===== config.mk =====
export PLATFORM = sky130hd
export DESIGN_NAME = msk_rnd_prng
export DESIGN_NICKNAME = d
export VERILOG_FILES = /design/src/rtl/msk_prng_pkg.sv /design/src/rtl/msk_lfsr_unroll.sv /design/src/rtl/msk_rnd_prng.sv
export SDC_FILE = /design/constraint.sdc
export NUM_CORES = 1
export LEC_CHECK = 0
export BUFFER_PORTS_ARGS = -buffer_cell sky130_fd_sc_hd__buf_2
export CORE_MARGIN = 1
export CORE_UTILIZATION = 60
export DETAILED_ROUTE_END_ITERATION = 16
export GPL_TIMING_DRIVEN = 0
export PLACE_DENSITY = 0.81
export SETUP_SLACK_MARGIN = 0.15
export SYNTH_ARGS = -nofsm -noshare
export SYNTH_HDL_FRONTEND = slang
export SYNTH_SLANG_ARGS = --single-unit

===== constraint.sdc =====
create_clock -name clk -period 3.15 [get_ports clk]
set_clock_uncertainty 0.05 [all_clocks]
set_input_delay 0.1575 -clock clk [delete_from_list [all_inputs] [get_ports clk]]
set_output_delay 0.1575 -clock clk [all_outputs]
set_load 0.01 [all_outputs]

===== src/rtl/msk_prng_pkg.sv =====
// Shared definitions for the masking-randomness PRNG.
// Latency: n/a (types, constants and constant functions only).
// Backpressure: n/a.
// Contents: LFSR width and feedback taps, FSM state enum, per-gadget bit count.
package msk_prng_pkg;

  localparam int LFSR_W = 64;

  // Feedback taps of the 64-bit Fibonacci LFSR (x^64 + x^63 + x^61 + x^60 + 1).
  localparam int TAP0 = 63;
  localparam int TAP1 = 62;
  localparam int TAP2 = 60;
  localparam int TAP3 = 59;

  typedef enum logic [1:0] {
    IDLE = 2'd0,
    LOAD = 2'd1,
    WARM = 2'd2,
    RUN  = 2'd3
  } prng_state_e;

  // Fresh random bits one masked AND gadget of d shares needs per cycle.
  function automatic int n_rnd(input int d);
    return (d * (d - 1)) / 2;
  endfunction

endpackage


===== src/rtl/msk_lfsr_unroll.sv =====
// Combinational unroll of the 64-bit Fibonacci LFSR by STEPS single steps.
// Latency: 0 cycles (pure combinational).
// Backpressure: none; the caller decides whether to register o_s.
// Ports: i_s = current state, o_s = state after STEPS steps.
module msk_lfsr_unroll
  import msk_prng_pkg::*;
#(
  parameter int STEPS = 1
) (
  input  logic [LFSR_W-1:0] i_s,
  output logic [LFSR_W-1:0] o_s
);

  logic [LFSR_W-1:0] w_acc;

  always_comb begin
    w_acc = i_s;
    for (int k = 0; k < STEPS; k++) begin
      w_acc = {w_acc[LFSR_W-2:0], w_acc[TAP0] ^ w_acc[TAP1] ^ w_acc[TAP2] ^ w_acc[TAP3]};
    end
    o_s = w_acc;
  end

endmodule


===== src/rtl/msk_rnd_prng.sv =====
// Seeded LFSR source of fresh randomness for N_GADGETS masked AND gadgets.
// Latency: rnd_out is the registered LFSR low word; a handshake shows the next word one cycle later.
// Backpressure: the stream advances only on rnd_valid & rnd_ready; otherwise rnd_out holds.
// Ports: clk/rst (sync, active-high); seed_in/seed_valid/seed_ready two-word seed load
//        (low word first); reseed restarts seeding; rnd_out/rnd_valid/rnd_ready output
//        stream (gadget g uses slice [g*n_rnd(d) +: n_rnd(d)]); busy during LOAD and WARM.
module msk_rnd_prng
  import msk_prng_pkg::*;
#(
  parameter  int d         = 2,    // shares per variable, >= 2
  parameter  int N_GADGETS = 1,
  parameter  int WARMUP    = 128,  // single steps discarded after seeding
  localparam int RND_W     = N_GADGETS * n_rnd(d)  // must stay <= 64
) (
  input  logic             clk,
  input  logic             rst,
  input  logic [31:0]      seed_in,
  input  logic             seed_valid,
  output logic             seed_ready,
  input  logic             reseed,
  output logic [RND_W-1:0] rnd_out,
  output logic             rnd_valid,
  input  logic             rnd_ready,
  output logic             busy
);

  localparam int CNT_W = (WARMUP > 1) ? $clog2(WARMUP + 1) : 1;

  prng_state_e       r_state;
  logic [LFSR_W-1:0] r_s;
  logic [CNT_W-1:0]  r_cnt;
  logic              r_seed_rdy;
  logic              r_rnd_vld;
  logic              r_busy;

  logic [LFSR_W-1:0] w_step1;
  logic [LFSR_W-1:0] w_adv;
  logic [LFSR_W-1:0] w_seed;

  // Warm-up discards one step per cycle; a consumed word moves the state by
  // exactly RND_W steps so no output bit is ever handed out twice.
  msk_lfsr_unroll #(.STEPS(1)) u_step1 (
    .i_s (r_s),
    .o_s (w_step1)
  );

  msk_lfsr_unroll #(.STEPS(RND_W)) u_adv (
    .i_s (r_s),
    .o_s (w_adv)
  );

  assign w_seed = {seed_in, r_s[31:0]};

  always_ff @(posedge clk) begin
    if (rst) begin
      r_state    <= IDLE;
      r_s        <= '0;
      r_cnt      <= '0;
      r_seed_rdy <= 1'b1;
      r_rnd_vld  <= 1'b0;
      r_busy     <= 1'b0;
    end else if (reseed) begin
      // Any in-flight seed word or handshake is dropped; s is left for the
      // next seed to overwrite.
      r_state    <= IDLE;
      r_seed_rdy <= 1'b1;
      r_rnd_vld  <= 1'b0;
      r_busy     <= 1'b0;
    end else begin
      case (r_state)
        IDLE: begin
          if (seed_valid && r_seed_rdy) begin
            r_s[31:0] <= seed_in;
            r_state   <= LOAD;
            r_busy    <= 1'b1;
          end
        end
        LOAD: begin
          if (seed_valid && r_seed_rdy) begin
            // An all-zero state would lock the LFSR forever.
            r_s        <= (w_seed == '0) ? LFSR_W'(1) : w_seed;
            r_cnt      <= CNT_W'(WARMUP);
            r_seed_rdy <= 1'b0;
            if (WARMUP == 0) begin
              r_state   <= RUN;
              r_rnd_vld <= 1'b1;
              r_busy    <= 1'b0;
            end else begin
              r_state   <= WARM;
            end
          end
        end
        WARM: begin
          r_s   <= w_step1;
          r_cnt <= r_cnt - CNT_W'(1);
          if (r_cnt == CNT_W'(1)) begin
            r_state   <= RUN;
            r_rnd_vld <= 1'b1;
            r_busy    <= 1'b0;
          end
        end
        RUN: begin
          if (rnd_ready) begin
            r_s <= w_adv;
          end
        end
        default: begin
          r_state    <= IDLE;
          r_seed_rdy <= 1'b1;
          r_rnd_vld  <= 1'b0;
          r_busy     <= 1'b0;
        end
      endcase
    end
  end

  assign seed_ready = r_seed_rdy;
  assign rnd_valid  = r_rnd_vld;
  assign busy       = r_busy;
  assign rnd_out    = r_s[RND_W-1:0];

endmodule


* Word level (Yosys, flattened, before mapping) *
Cells that the tools add are included.

cells by class
  reduce and logical (&&, ||, !) cells = 15
  bitwise gates (word level) = 4
  order comparisons = 0
  $mul = 0
  shifts and indexed selects = 0
  $add $sub $neg = 1
  div/mod/pow operators = 0
  equal/unequal tests = 9
  mux-type cells = 15

operator list
  kind                   count
  $mux W64               3
  $pmux W32 S4           1
  $pmux W32 S3           1
  $logic_not A64 Y1      1
  $mux W32               1
  $pmux W8 S2            1
  $ne A2 B2 Y1 const B   5
  $eq A8 B1 Y1 const B   1
  $mux W8                1
  $reduce_and A4 Y1      2
  $sub A8 B1 Y8 const B  1
  $mux W2                3
  $pmux W2 S3            1
  $reduce_and A3 Y1      2
  $reduce_bool A3 Y1     2
  $reduce_and A5 Y1      1
  $eq A2 B2 Y1 const B   2
  $reduce_and A2 Y1      2
  $reduce_bool A2 Y1     2
  $xor A1 B1 Y1          3
  $eq A2 B1 Y1 const B   1
  $logic_not A2 Y1       1
  $mux W1                2
  $pmux W1 S2            1
  3 further kinds        3

word-level totals
  output and inout bits = 4
  input port bits = 37
  bits in latches = 0
  word-level logic and storage cells = 51
  flip-flop bits (word level) = 77
  bits in read-only memories = 0
  memory bits (writable) = 0
  memories kept = 0

* Depth between registers and ports, before layout *
Gate-level depths: netlist of run 1.

  depth in word-level cells = 5
  mapped depth = 9
  depth with buffers taken out = 7

* Hierarchy *
Synthesis of run 1 repeated with hierarchy kept, for this count alone.

unflattened totals
  cells, all modules = 716
  area, all modules = 5480.3 µm²

modules (own cells, without submodules)
  module           seq. area each (µm²)  cells each  area an instance (µm²)  instances
  msk_rnd_prng     1541.5                584         4481.8                  1
  msk_lfsr_unroll  0.0                   66          499.2                   2

* Worst setup path after synthesis of run 1 *
No wires, ideal clock.

  path type = flip-flop to flip-flop
  from = register r_state[0]
  to = register r_s[45]
  path slack = 1.042 ns
  stages on the path, launching flop included = 8
  arrival time = 1.967 ns
  clock period less this slack = 2.108 ns
  required time = 3.009 ns
  buffers on the path = 2
  library setup time = 0.091 ns
  cells stage by stage = dfxtp_1 > inv_1 > ha_1 > clkbuf_1 > nor4_2 > clkbuf_1 > nor2_1 > a311oi_1

on the way
  longest elaborated chain between the ends = 3
  elaborated cells between the ends (all ways) = 8
  classes of those cells = eq/ne: 5; mux: 1; reduce/logical: 2

RTL lines
  item                                                                 line                 text
  start: declaration                                                   msk_rnd_prng.sv:29   prng_state_e r_state;
  start signal: assignment                                             msk_rnd_prng.sv:56   r_state <= IDLE;
  start signal: assignment                                             msk_rnd_prng.sv:65   r_state <= IDLE;
  start signal: assignment                                             msk_rnd_prng.sv:74   r_state <= LOAD;
  $eq A2 B2 Y1 / $eq A2 B1 Y1 (equally long branches)                  msk_rnd_prng.sv:70   case (r_state)
  $ne A2 B2 Y1 (no line) / $reduce_bool A3 Y1 (equally long branches)  n/a
  $reduce_and A4 Y1 (no line)                                          n/a
  end signal: assignment                                               msk_rnd_prng.sv:81   r_s <= (w_seed == '0) ? LFSR_W'(1) : w_seed;
  end signal: assignment                                               msk_rnd_prng.sv:94   r_s <= w_step1;
  end signal: assignment                                               msk_rnd_prng.sv:104  r_s <= w_adv;
  end: declaration                                                     msk_rnd_prng.sv:30   logic [LFSR_W-1:0] r_s;

Parallel ways exist; a longest one is shown, timed or not.
A chain may end at the register's enable or synchronous reset.

* Worst setup path in the final report of run 1 *
  from = register r_state[0]
  to = register r_s[27]

on the way
  longest elaborated chain between the ends = 3
  elaborated cells between the ends (all ways) = 10
  classes of those cells = eq/ne: 7; mux: 1; reduce/logical: 2

RTL lines
  item                                        line                text
  $eq A2 B1 Y1, or another cell as far along  msk_rnd_prng.sv:70
  $ne A2 B2 Y1 (no line)                      n/a
  $reduce_and A5 Y1 (no line)                 n/a
  end signal: assignment                      msk_rnd_prng.sv:73  r_s[31:0] <= seed_in;
  end signal: assignment                      msk_rnd_prng.sv:81
  end signal: assignment                      msk_rnd_prng.sv:94

Parallel ways exist; a longest one is shown, timed or not.

==> results of run 1 <==
==> worst min-delay path by stage <==
stage | startpoint | to | slack (ps) | depth (start not counted)
final | seed_in[5] | r_s[37] | 30 | 3
after global routing | seed_in[6] | r_s[38] | 40 | 3
after CTS | seed_in[5] | r_s[37] | 40 | 3
after detailed placement | rnd_valid | rnd_valid | 400 | 2
after global placement | rnd_valid | rnd_valid | 390 | 2
after floorplan | seed_in[0] | r_s[32] | 270 | 2
==> power by group through the flow <==
stage               combinational, mW  clock, mW  sequential (mW)
finish                          0.414      0.891             1.10
global route                    0.451      0.929             1.11
CTS                             0.404      0.881             1.10
detailed placement              0.403          0             1.12
global placement                0.389          0             1.12
floorplan                       0.291          0             1.11
==> worst max-delay path: cells and delay by family, from the launching register on <==
kind	cells	cell delay [ps]
AO/OA/AOI/OAI	3	470
adder cells (fa/ha/maj)	1	210
buffers and inverters	3	680
AND/OR/NAND/NOR	2	750
flip-flops	1	430
==> metrics by stage <==
step                instance area (um2)  total power, mW  hold slack, ps  std cells  worst slack, ps
floorplan                          3950             1.40             266        468             1040
global placement                   4240             1.51             393        583              481
detailed placement                 4240             1.52             401        583              410
CTS                                4470             2.38            36.3        598              374
global route                       4480             2.49            38.7        598              303
finish                             4480             2.41            29.4        598              466
==> registers in the layout, summed over array words and instances, names as in the netlist <==
name        flops
busy            1
r_cnt           8
r_s            64
r_state         2
rnd_valid       1
seed_ready      1
==> cells by family after synthesis <==
logic type	Yosys count
buffers and inverters	48
and+or+nand+nor	212
AOI/OAI and AO/OA	113
xor gates and xnor gates	9
adders and majority gates	8
muxes	1
DFF	77
==> cell usage after synthesis (2+ instances only) <==
library cell / number
buf_2: 3
a311oi_1: 35
buf_4: 4
inv_1: 7
nor4_1: 16
nand2b_1: 2
o21ai_0: 2
dfxtp_1: 77
a21oi_2: 4
nand4_1: 5
nor2_1: 44
a311oi_2: 29
nand2_1: 98
a211oi_1: 2
ha_1: 8
clkbuf_1: 31
xor2_1: 5
a21oi_1: 33
nand3_1: 34
nor4_2: 2
xnor2_1: 4
buf_6: 3
a211o_1: 2
nor3_1: 5
==> per-layer routing <==
layer	vias to the layer above	wire (um)
met5	-	0
met4	0	513
met3	55	1010
met2	210	5080
met1	1817	4600
li1	1824	-
==> final cells by class <==
type	instances	area (um2)	share of cell area (%)
multi-input combinational	343	2200	49.1
sequential	77	1540	34.4
buffer	41	195	4.36
timing repair buffer	38	190	4.25
clock buffer	10	128	2.85
clock inverter	5	100	2.24
tap	77	96.3	2.15
inverter	7	26.3	0.587
==> metrics.txt, run 1 <==
Total GRT Usage=32.8%; Synth Area in Compound Gates=26.7%; setup_tns=0 ps; worst slew pin tran=772 ps; mux contribution to synthesized area=0.253%; Post-Syn Nets=513; share of Yosys cell area claimed by the top area cell type=39.0%; Cells after Synth=468; simple-gate portion of the synthesized area=23.9%; Final Hold Fails=0; FF+latch count, synth=77; Synth Area in XOR/XNOR=1.99%; fmax=373 MHz; Final Cycle Share=85.2%; Root Driver=clkbuf_8; Synth area leaders=dfxtp_1 39%, a311oi_2 11%, nand2_1 9.3%; max cap viols=0; worst r2r dst=r_s[27]; biggest area consumer among synthesized cells=dfxtp_1; Post-CTS Setup Bufs=0; Iter 0 DRT Violations=388; TritonCTS clock tree=yes; crit path max fanout=10; CP Data Required Time=3370 ps; top_reg_cell synth=dfxtp_1; Crit. Startpoint=r_state[0]; internal power=1.72 mW; clock latency on the worst-skew pair=360 ps; Cell Chain, Critical Path=inv_1 -> ha_1 -> clkbuf_1 -> nor2_1 -> a21oi_1 -> nor3_1 -> buf_2 -> a21oi_1 -> a311oi_2; Die W=83.2 um; dpl hpwl=8040 um; syn_area_per_cell=8.45 um2; cell mode on critical path=a21oi_1; critical path's slowest cell=nor3_1; CTS max path bufs=2; Reg2Reg Depth=9; most frequent cells in the layout=98 x nand2_1, 77 x dfxtp_1, 44 x nor2_1; met1 usage=42.3%; RSZ-0062 raised after global routing=false; CTS Hold Bufs=0; Ports=41; sequential power share=45.8%; ANT cells=0; vias in the first global route=3,644; Post-Route Utilization=70.5%; crit end category=register; nature of the critical path startpoint=register; busiest grt layer=met2; row count=29; Max IR drop VDD=0.000362 V; Leakage=1.58 nW; met2 usage in global routing=51.0%; initial antenna violation count=0; critical setup path kind=reg2reg; global-route wire length before repair=18,000 um; drt pass-1 iters=5; Clock power frac=37.0%; Slew Limit Fails=0; die area=6920 um2; Worst Setup EP=r_s[27]; Fill cells=476; die span in y=83.2 um; Vias=3,906; drt via density=6.53; switch share=28.5%; post-DR wirelength/cell=18.7 um; HP Class=in2reg; DRT antenna net count=0; GP Congestion=0.919; CP arrival=2900 ps; library cells used by synthesis=37; number of port buffers=38; Post-Syn Area=3950 um2; EDFF count, synth=0; status=finished clean; PostCTS Resize Cnt=0; Slew headroom=48.5%; Ys Warns=0; Switch Pwr=0.687 mW; CP max stage delay=560 ps; Final nets=562; GR Layer Usage met3=7.95%; endpoints failing setup=0; PD cells=538 nW/um2; drt total wl=11,200 um; async set-reset flop share out of synthesis=0%; TritonCTS sink count=77; area grow syn2layout=13.2%; remaining routing DRC violations=0; largest net degree at the start of global routing=13; Gate power share=17.2%; Final Critical Period=2680 ps; clock slew at reported path FFs=80 ps; commonest non-fill, non-tap cell in the layout=nand2_1; Core Area=6350 um2; Seq/Total Area, Yosys=39.0%; layout cell share with drive strength beyond 1=19.2%; Reg2Reg Setup Slack=470 ps; grt total ovfl=0; largest family of logic cells by synthesized area=compound AO/OA/AOI/OAI gates; origin of the critical flop-to-flop path=r_state[0]; Inserted Clock Buffers=9; Adder-Cell Fraction of Synth Area=2.53%; initial core utilization=62.2%; H-tree depth=3
(Power assumes the default switching activity.)
==> run 2: changes to the inputs <==
Settings changed: PLACE_DENSITY 0.81 to 0.8, SYNTH_HIERARCHICAL from default to 1.
==> metrics.txt, run 2 <==
status=finished clean; CTS Hold Bufs=0 (unchanged); drt pass-1 iters=5 (unchanged); internal power=1.65 mW (-4.2%); area grow syn2layout=9.77%; Ports=41 (unchanged); biggest area consumer among synthesized cells=dfxtp_1; Final nets=810 (+44%); Max IR drop VDD=0.000228 V (-37%); post-DR wirelength/cell=17.5 um (-6.5%); nature of the critical path startpoint=register; syn_area_per_cell=7.65 um2 (-9.4%); initial antenna violation count=0 (unchanged); ANT cells=0 (unchanged); Final Hold Fails=0 (unchanged); Root Driver=clkbuf_8; Final Critical Period=2800 ps (+120 ps); H-tree depth=3 (unchanged); DRT antenna net count=0 (unchanged); async set-reset flop share out of synthesis=0% (unchanged); Ys Warns=6 (+6); vias in the first global route=5,104 (+40%); Post-CTS Setup Bufs=0 (unchanged); Cell Chain, Critical Path=inv_1 -> ha_1 -> clkbuf_1 -> nor2_1 -> nor4b_1 -> clkbuf_1 -> a32oi_1 -> o221ai_1; biggest regs=r_s: 64 flops, r_cnt: 8 flops, r_state: 2 flops; Core Area=8760 um2 (+38%); Leakage=2.31 nW (+46%); share of Yosys cell area claimed by the top area cell type=28.1% (-11 points); Post-Syn Area=5480 um2 (+39%); clock latency on the worst-skew pair=360 ps (about the same); Cells after Synth=716 (+53%); global-route wire length before repair=25,300 um (+41%); cell family with most CP delay=simple AND/OR/NAND/NOR gates; drt total wl=15,400 um (+38%); largest register by flop count=r_s; die span in y=97.6 um (+17%); Iter 0 DRT Violations=457 (+18%); Post-Syn Nets=759 (+48%); layout cell share with drive strength beyond 1=25.1% (+5.9 points); die area=9520 um2 (+38%); Clock power frac=32.6% (-4.4 points); max cap viols=0 (unchanged); worst slew pin tran=1060 ps (+286 ps); total power=2.41 mW (+0.15%); EDFF count, synth=0 (unchanged); Slew Limit Fails=0 (unchanged); drt via density=6.25 (-4.3%); final hold slack=47.8 ps (+18.5 ps); switch share=31.6% (+3.1 points); Seq/Total Area, Yosys=28.1% (-11 points); largest net degree at the start of global routing=15 (+2); grt total ovfl=0 (unchanged); row count=34 (+17%); crit end category=register; HP Class=in2reg; Final Cycle Share=89.0% (+3.8 points); Slew headroom=28.5% (-20 points); endpoints failing setup=0 (unchanged); CTS max path bufs=2 (unchanged); remaining routing DRC violations=0 (unchanged); TritonCTS sink count=77 (unchanged); top_reg_cell synth=dfxtp_1; FF+latch count, synth=77 (unchanged); CP arrival=3030 ps (+130 ps); library cells used by synthesis=37 (unchanged); Vias=5,502 (+41%); sequential power share=45.7% (about the same); PD cells=401 nW/um2 (-25%); Gate power share=21.8% (+4.6 points); Synth area leaders=dfxtp_1 28%, buf_4 17%, nand2_1 9.1%; Inserted Clock Buffers=9 (unchanged); most frequent cells in the layout=133 x nand2_1, 126 x buf_4, 77 x dfxtp_1; placed insts=864 (+48%); crit path max fanout=10 (unchanged); number of port buffers=40 (+5.3%); Post-synth top cells=133 x nand2_1, 126 x buf_4, 77 x dfxtp_1, 63 x a22oi_1, 55 x clkbuf_1; commonest non-fill, non-tap cell in the layout=nand2_1; clock slew at reported path FFs=90 ps (about the same); count leader, synth=nand2_1; CP bufs+invs=3 (unchanged); cell mode on critical path=clkbuf_1; Switch Pwr=0.763 mW (+11%); initial core utilization=62.5% (+0.29 points); Die W=97.6 um (+17%); fmax=357 MHz (-4.3%); dpl hpwl=11,200 um (+39%); setup_tns=0 ps (unchanged); RSZ-0062 raised after global routing=false; PostCTS Resize Cnt=0 (unchanged); CP max stage delay=860 ps (+300 ps); max reg flops=64 (unchanged); TritonCTS clock tree=yes; cell area after layout=6020 um2 (+34%); Cell Area, Placed=5820 um2 (+37%); critical path's slowest cell=nor4b_1; Final Non-Filler Cells=880 (+47%); GP Congestion=0.937 (+2.0%); CP Data Required Time=3370 ps (about the same); Reg2Reg Setup Slack=350 ps (-120 ps); Total GRT Usage=32.5% (-0.27 points); critical setup path kind=reg2reg
-- run 2: cell types whose count changed in the layout (fill, tap and decap cells not counted), sizes merged, moves of 29 or more --
cell,delta
nand3,-31
nand2,+35
o221ai,+32
buf,+125
a21oi,-29
o21ai,+32
a311oi,-31
a32oi,+32
a22oi,+63
-- run 2: worst paths after layout --
kind                     from        end  depth (start not counted)
setup / recovery   r_state[1]    r_s[24]                          8
hold reg to reg     rnd_valid  rnd_valid                          2
hold / removal    seed_in[17]    r_s[49]                          3
setup reg to reg   r_state[1]    r_s[24]                          8
-- run 2: layout make-up --
type / instances / area, um2
clock buffers: 9 / 124
flip-flops and latches: 77 / 1540
well taps: 108 / 135
fillers: 776 / 2750
plain buffers: 188 / 1190
clock inverters: 7 / 76.3
inverters: 6 / 22.5
multi-input cells: 445 / 2730
repair buffers: 40 / 200
-- run 2: cells by family after synthesis --
| group | after synthesis | share of synthesized area, % |
|---|---|---|
| AO/OA/AOI/OAI | 213 | 30.0 |
| flip-flops | 77 | 28.1 |
| buffers and inverters | 194 | 22.1 |
| AND/OR/NAND/NOR | 216 | 16.9 |
| XOR/XNOR | 10 | 1.60 |
| adder cells (fa/ha/maj) | 6 | 1.37 |
-- run 2: layer usage --
metal | vias to the layer above | part of all wire (%) | global-route usage (%) | routed length (um)
li1 | 2626 | - | - | -
met1 | 2612 | 45 | 45.6 | 6890
met2 | 237 | 46 | 51.0 | 7100
met3 | 27 | 7.4 | 4.53 | 1140
met4 | 0 | 1.9 | 11.2 | 293
met5 | - | 0 | 0 | 0
-- run 2: per-stage QoR --
stage | worst slack, ps | util [%]
floorplan | 1150 | -
CTS | 471 | 68.6
finish | 346 | 68.6
global route | 170 | 68.6
global placement | 551 | 66.4
detailed placement | 490 | 66.4
-- run 2: tightest hold or removal path: stages --
cell      delay (ps)
buf_2            130
nand2_1           60
a311oi_1          80
-- run 2: power by group through the flow --
stage	Clock, mW	Sequential, mW	Combinational, mW
floorplan	0	1.11	0.383
global placement	0	1.12	0.500
detailed placement	0	1.12	0.513
CTS	0.791	1.10	0.515
global route	0.833	1.11	0.570
finish	0.786	1.10	0.525
